===== config.mk =====
export PLATFORM = sky130hd
export DESIGN_NAME = prog_delay_multi
export DESIGN_NICKNAME = d
export VERILOG_FILES = /design/src/rtl/prog_delay_multi.sv
export SDC_FILE = /design/constraint.sdc
export NUM_CORES = 1
export LEC_CHECK = 0
export CAP_MARGIN = 40
export CORE_MARGIN = 3
export CORE_UTILIZATION = 25
export CTS_CLUSTER_DIAMETER = 40
export DETAILED_ROUTE_END_ITERATION = 16
export PLACE_DENSITY_LB_ADDON = 0.05
export SYNTH_ARGS = -nofsm -noshare
export SYNTH_HDL_FRONTEND = slang
export SYNTH_SLANG_ARGS = --single-unit

===== constraint.sdc =====
create_clock -name clk_100mhz -period 8.3 [get_ports clk_100mhz]
set_input_delay 0.83 -clock clk_100mhz [delete_from_list [all_inputs] [get_ports clk_100mhz]]
set_output_delay 0.83 -clock clk_100mhz [all_outputs]
set_load 0.01 [all_outputs]

===== src/rtl/prog_delay_multi.sv =====
// Multi-channel programmable delay line: synchronised input edges are queued with due timestamps
// and replayed after per-channel rise/fall delays; configured through a byte register map.
module prog_delay_multi #(
    parameter int unsigned NUM_CH      = 4,
    parameter int unsigned CNT_WIDTH   = 16,
    parameter int unsigned DEPTH       = 4,
    parameter int unsigned SYNC_STAGES = 2
) (
    input  logic              clk_100mhz,
    input  logic              rst_n_sync,
    input  logic              reg_write_enable,
    input  logic              reg_read_enable,
    input  logic [7:0]        reg_address,
    input  logic [7:0]        reg_write_data,
    output logic [7:0]        reg_read_data,
    input  logic [NUM_CH-1:0] signal_in,
    output logic [NUM_CH-1:0] delayed_out,
    output logic [NUM_CH-1:0] overflow,
    output logic [NUM_CH-1:0] busy
);
    localparam int unsigned TW = CNT_WIDTH + 1;
    localparam int unsigned AW = $clog2(DEPTH);
    localparam int unsigned HW = CNT_WIDTH - 8;

    logic [CNT_WIDTH-1:0] rise_q [NUM_CH];
    logic [CNT_WIDTH-1:0] fall_q [NUM_CH];
    logic [NUM_CH-1:0]    enable_q, invert_q, overflow_q, overflow_set, overflow_clr;
    logic [TW-1:0]        now_q;

    assign overflow_clr = (reg_write_enable && reg_address == 8'h42) ?
                          reg_write_data[NUM_CH-1:0] : '0;
    assign overflow     = overflow_q;

    always_ff @(posedge clk_100mhz or negedge rst_n_sync) begin
        if (!rst_n_sync) begin
            for (int c = 0; c < NUM_CH; c++) begin
                rise_q[c] <= '0;
                fall_q[c] <= '0;
            end
            enable_q   <= '0;
            invert_q   <= '0;
            overflow_q <= '0;
            now_q      <= '0;
        end else begin
            now_q      <= now_q + TW'(1);
            // Set wins over a same-cycle W1C
            overflow_q <= (overflow_q & ~overflow_clr) | overflow_set;
            if (reg_write_enable) begin
                for (int c = 0; c < NUM_CH; c++) begin
                    if (reg_address == 8'(c * 4 + 0)) rise_q[c][7:0] <= reg_write_data;
                    if (reg_address == 8'(c * 4 + 1))
                        rise_q[c][CNT_WIDTH-1:8] <= reg_write_data[HW-1:0];
                    if (reg_address == 8'(c * 4 + 2)) fall_q[c][7:0] <= reg_write_data;
                    if (reg_address == 8'(c * 4 + 3))
                        fall_q[c][CNT_WIDTH-1:8] <= reg_write_data[HW-1:0];
                end
                if (reg_address == 8'h40) enable_q <= reg_write_data[NUM_CH-1:0];
                if (reg_address == 8'h41) invert_q <= reg_write_data[NUM_CH-1:0];
            end
        end
    end

    always_comb begin
        reg_read_data = '0;
        if (reg_read_enable) begin
            for (int c = 0; c < NUM_CH; c++) begin
                if (reg_address == 8'(c * 4 + 0)) reg_read_data = rise_q[c][7:0];
                if (reg_address == 8'(c * 4 + 1)) reg_read_data = 8'(rise_q[c][CNT_WIDTH-1:8]);
                if (reg_address == 8'(c * 4 + 2)) reg_read_data = fall_q[c][7:0];
                if (reg_address == 8'(c * 4 + 3)) reg_read_data = 8'(fall_q[c][CNT_WIDTH-1:8]);
            end
            if (reg_address == 8'h40) reg_read_data = 8'(enable_q);
            if (reg_address == 8'h41) reg_read_data = 8'(invert_q);
            if (reg_address == 8'h42) reg_read_data = 8'(overflow_q);
        end
    end

    for (genvar g = 0; g < NUM_CH; g++) begin : g_ch
        logic [SYNC_STAGES-1:0] sync_q;
        logic                   last_q, held_q, out_q;
        logic [TW-1:0]          due_q [DEPTH];
        logic [DEPTH-1:0]       lvl_q;
        logic [AW-1:0]          wr_q, rd_q, tail_idx;
        logic [AW:0]            cnt_q;
        logic                   s, edge_det, pop, push;
        logic [TW-1:0]          delay, due_new, tail_due, diff;

        assign s = sync_q[SYNC_STAGES-1];

        always_comb begin
            edge_det = enable_q[g] && (s != last_q);
            delay    = TW'(s ? rise_q[g] : fall_q[g]);
            if (delay == '0) delay = TW'(1);
            tail_idx = wr_q - AW'(1);
            tail_due = due_q[tail_idx];
            due_new  = now_q + delay;
            diff     = due_new - tail_due;
            // Not strictly later than the tail: slot in one cycle behind it to keep order
            if (cnt_q != '0 && (diff[TW-1] || diff == '0)) due_new = tail_due + TW'(1);
            pop  = enable_q[g] && (cnt_q != '0) && (due_q[rd_q] == now_q);
            push = edge_det && ((cnt_q != (AW + 1)'(DEPTH)) || pop);
            overflow_set[g] = edge_det && !push;
        end

        always_ff @(posedge clk_100mhz or negedge rst_n_sync) begin
            if (!rst_n_sync) begin
                sync_q <= '0;
                last_q <= 1'b0;
                held_q <= 1'b0;
                out_q  <= 1'b0;
                lvl_q  <= '0;
                wr_q   <= '0;
                rd_q   <= '0;
                cnt_q  <= '0;
                for (int i = 0; i < DEPTH; i++) due_q[i] <= '0;
            end else begin
                sync_q <= {sync_q[SYNC_STAGES-2:0], signal_in[g]};
                last_q <= s;
                if (pop) held_q <= lvl_q[rd_q];
                out_q <= (pop ? lvl_q[rd_q] : held_q) ^ invert_q[g];
                if (!enable_q[g]) begin
                    wr_q  <= '0;
                    rd_q  <= '0;
                    cnt_q <= '0;
                end else begin
                    if (push) begin
                        due_q[wr_q] <= due_new;
                        lvl_q[wr_q] <= s;
                        wr_q        <= wr_q + AW'(1);
                    end
                    if (pop) rd_q <= rd_q + AW'(1);
                    if (push && !pop) cnt_q <= cnt_q + (AW + 1)'(1);
                    else if (pop && !push) cnt_q <= cnt_q - (AW + 1)'(1);
                end
            end
        end

        assign delayed_out[g] = out_q;
        assign busy[g]        = (cnt_q != '0);
    end

endmodule

==> impl_metrics.ini <==
[outcome]
status = finished clean

[critical_path]
rr_endpoint = g_ch[2].due_q[35]$_DFFE_PN0P_
crit-reg2reg-launch = g_ch[2].sync_q[1]$_DFF_PN0_
arrival_ps = 8130
startpoint = g_ch[2].sync_q[1]$_DFF_PN0_
start_kind = flop
critical_path_required_ps = 8860
crit_path_end_kind = flop
reg2regPathDepth = 28
crit_top_cell = o21ai_0
critPathCapture = g_ch[2].due_q[35]$_DFFE_PN0P_
critPathKind = reg -> reg
cp_slowest_stage_delay_ps = 480
cp_slowest_cell = dfrtp_2
worstPathMaxFanout = 9
rrSetupSlack_ps = 730

[cells_and_area]
stdcell_count = 5108
sequential_cell_area_um2 = 12300
multi_input_area_um2 = 20400
finalNetCount = 3412
drive_gt1_share_pct = 26.4
fillers = 13900
area.growth.synth_to_final_pct = 20.1

[timing]
setup_violations = 0
relSlewSlack_pct = 38.8
worst_slack_ps = 726
period_share_pct = 91.3
clock_skew_ps = 27.4
fin_crit_ps = 7570
setup_tns_ps = 0
rsz0062_at_grt = false
worst_slew_pin_slew_ps = 918
clock.fmax_mhz = 132
report.final.slew_viol_count = 0
hold_viol = 0

[synth]
yosysSeqAreaShare_pct = 36.1
ys_top_cells_by_count = 493 x dfrtp_1, 387 x mux2_2, 180 x nand2_1, 180 x nor2_1, 180 x xnor2_1
yosysTopAreaCellShare_pct = 36.1
synth.distinct_cells = 89
syn-instance-count = 3150
syn_area_per_cell_um2 = 10.9
synth_top_area_cell = dfrtp_1
ys_top_cells_by_area = dfrtp_1 36%, mux2_2 13%, mux4_2 10%
yosys_warnings = 0
yosysMostFrequentCell = dfrtp_1
syn_area_um2 = 34200
synth_edf_count = 0
synth_seq_cells = 493
synth_flop_cell = dfrtp_1
syn_nets = 3335
async_reset_ff_share_pct = 100

[grt]
grt_antenna_before_repair = 7
grt_pass1_vias = 27600
grt_use_total_pct = 18.4
grt_pass1_wl_um = 193000
grt_max_degree = 149
grt-ovfl-total = 0

[pwr]
p_seq_share_pct = 29.7
switchingPower_w = 0.00239
finalPower_w = 0.00892
p_int_w = 0.00653
clkPwrFrac_pct = 55.6
p_comb_share_pct = 14.7
p_per_area_nw_per_um2 = 217
p_sw_share_pct = 26.8
p_leak_nw = 17.9
peakVddDrop_uv = 171

[route]
avgRoutedWirePerCell_um = 25.6
firstDrtPassIters = 6
vias_per_cell = 5.17
drc = 0
routed-via-count = 26400
ant_nets = 0
totalWireLength_um = 131000
dr.first_iter.drc_count = 1896

[placement]
hpwl_um = 93600
dpl_worst_slack_ps = 272
io_buffers = 43
dp.cells = 4885
place.gp.congestion = 0.843

[floorplanning]
core_um2 = 136000
boundaryPins = 44
die_width_um = 376
num_rows = 135
fp.dieH_um = 376
die-area_um2 = 141000
initial_core_util_pct = 25.2

[clocking]
tritoncts.num_buffers = 120
cts_sinks = 493
clkLatencyLatePin_ps = 710
cts_tree = yes
h-tree-depth = 3
cts_buffer_depth = 3
cts-root-buf = clkbuf_16
cts.reportedPaths.clkPinSlew_ps = 50

[worst_hold_path]
holdCritPathClass = reg -> reg

[run]
cap_violations = 0
sequential cells by signal, summed over array words and instances (netlist names):
signal,cells
g_ch.due_q,272
g_ch.wr_q,8
g_ch.rd_q,8
rise_q,64
fall_q,64
enable_q,4
invert_q,4
g_ch.last_q,4
overflow,4
g_ch.out_q,4
now_q,17
g_ch.cnt_q,12
g_ch.held_q,4
g_ch.lvl_q,16
g_ch.sync_q,8
stage by stage:
stage | hold WS (ps) | util (%) | instance area, um2
after floorplan | 331 | - | 34200
after global placement | 336 | 26.9 | 36500
after detailed placement | 336 | 27.1 | 36700
after CTS | 348 | 30.2 | 41000
after global routing | 350 | 30.3 | 41100
final | 345 | 30.3 | 41100
repair_timing:
item	CTS	global route
endpoints found under the hold margin	35	0
setup buffers	0	0
setup endpoints to repair	0	59
hold buffers	1	0
gates resized for setup	0	7
final cells by class:
cell class	count	area share [%]
Multi-Input combinational cell	2322	49.6
Sequential cell	493	30.0
Clock buffer	168	8.34
Tap cell	1781	5.43
Timing Repair Buffer	129	3.00
Clock inverter	53	2.06
Inverter	161	1.47
Antenna cell	1	0.00609
metal layers:
layer	track usage, %	part of all wire, %
met1	25.6	47
met5	0	0
met2	28.2	44
met3	3.58	5.4
met4	6.42	3.1
power by group through the flow:
stage,combinational (W),sequential (W),clock (W)
after floorplan,0.000890,0.00263,0
after global placement,0.00131,0.00267,0
after detailed placement,0.00132,0.00268,0
after CTS,0.00133,0.00264,0.00508
after global routing,0.00145,0.00266,0.00520
final,0.00131,0.00265,0.00496
worst max-delay path, delay by kind of cell, from the launching register on:
kind                       cells  cell delay (ps)
AOI/OAI and AO/OA             10             1710
xor gates and xnor gates       1              320
adders and majority gates      3             1060
buffers and inverters          4              640
DFF                            1              480
muxes                          2              840
and+or+nand+nor                8             2360
layout by cell type, fill, tap and decap left out, drive strengths merged, types with 23 or more instances in the layout:
cell           netlist  layout
o21a                42      42
nor4                26      26
clkbuf              83     168
nand2              184     184
clkdlybuf4s50        0      40
a21o                25      25
o22ai               39      39
xor2                45      45
nand3               71      71
ha                 149     149
o221a               28      28
mux2i               41      41
nor2b               36      36
a21oi              112     112
nand2b              23      23
and3                31      31
nor2               182     182
inv                161     162
nor3                47      47
dfrtp              493     493
mux4               154     154
a221oi              30      30
xnor2              180     180
and2                40      40
mux2               404     404
clkinv               0      23
o21ai              152     152
buf                 91      88
a31oi               45      45
nand4               30      30
how the worst min path moves through the flow:
stage / from / to / cells after the start
CTS: g_ch[1].sync_q[0]$_DFF_PN0_ / g_ch[1].sync_q[1]$_DFF_PN0_ / 0
global placement: g_ch[1].sync_q[0]$_DFF_PN0_ / g_ch[1].sync_q[1]$_DFF_PN0_ / 0
detailed placement: g_ch[2].sync_q[0]$_DFF_PN0_ / g_ch[2].sync_q[1]$_DFF_PN0_ / 0
global route: g_ch[1].sync_q[0]$_DFF_PN0_ / g_ch[1].sync_q[1]$_DFF_PN0_ / 0
finish: g_ch[1].sync_q[0]$_DFF_PN0_ / g_ch[1].sync_q[1]$_DFF_PN0_ / 0
floorplan: g_ch[0].sync_q[0]$_DFF_PN0_ / g_ch[0].sync_q[1]$_DFF_PN0_ / 0
kinds of logic (layout without fill, tap and decap cells):
| logic type | count (synthesis) | in the layout | share of synthesized area (%) |
|---|---|---|---|
| and+or+nand+nor | 719 | 719 | 10.7 |
| other | 0 | 1 | 0 |
| xor gates and xnor gates | 226 | 226 | 5.83 |
| adders and majority gates | 161 | 161 | 6.15 |
| muxes | 599 | 599 | 24.7 |
| buffers and inverters | 335 | 511 | 4.41 |
| AOI/OAI and AO/OA | 617 | 617 | 12.2 |
| DFF | 493 | 493 | 36.1 |
No activity file was read; power rests on OpenSTA's default activity.
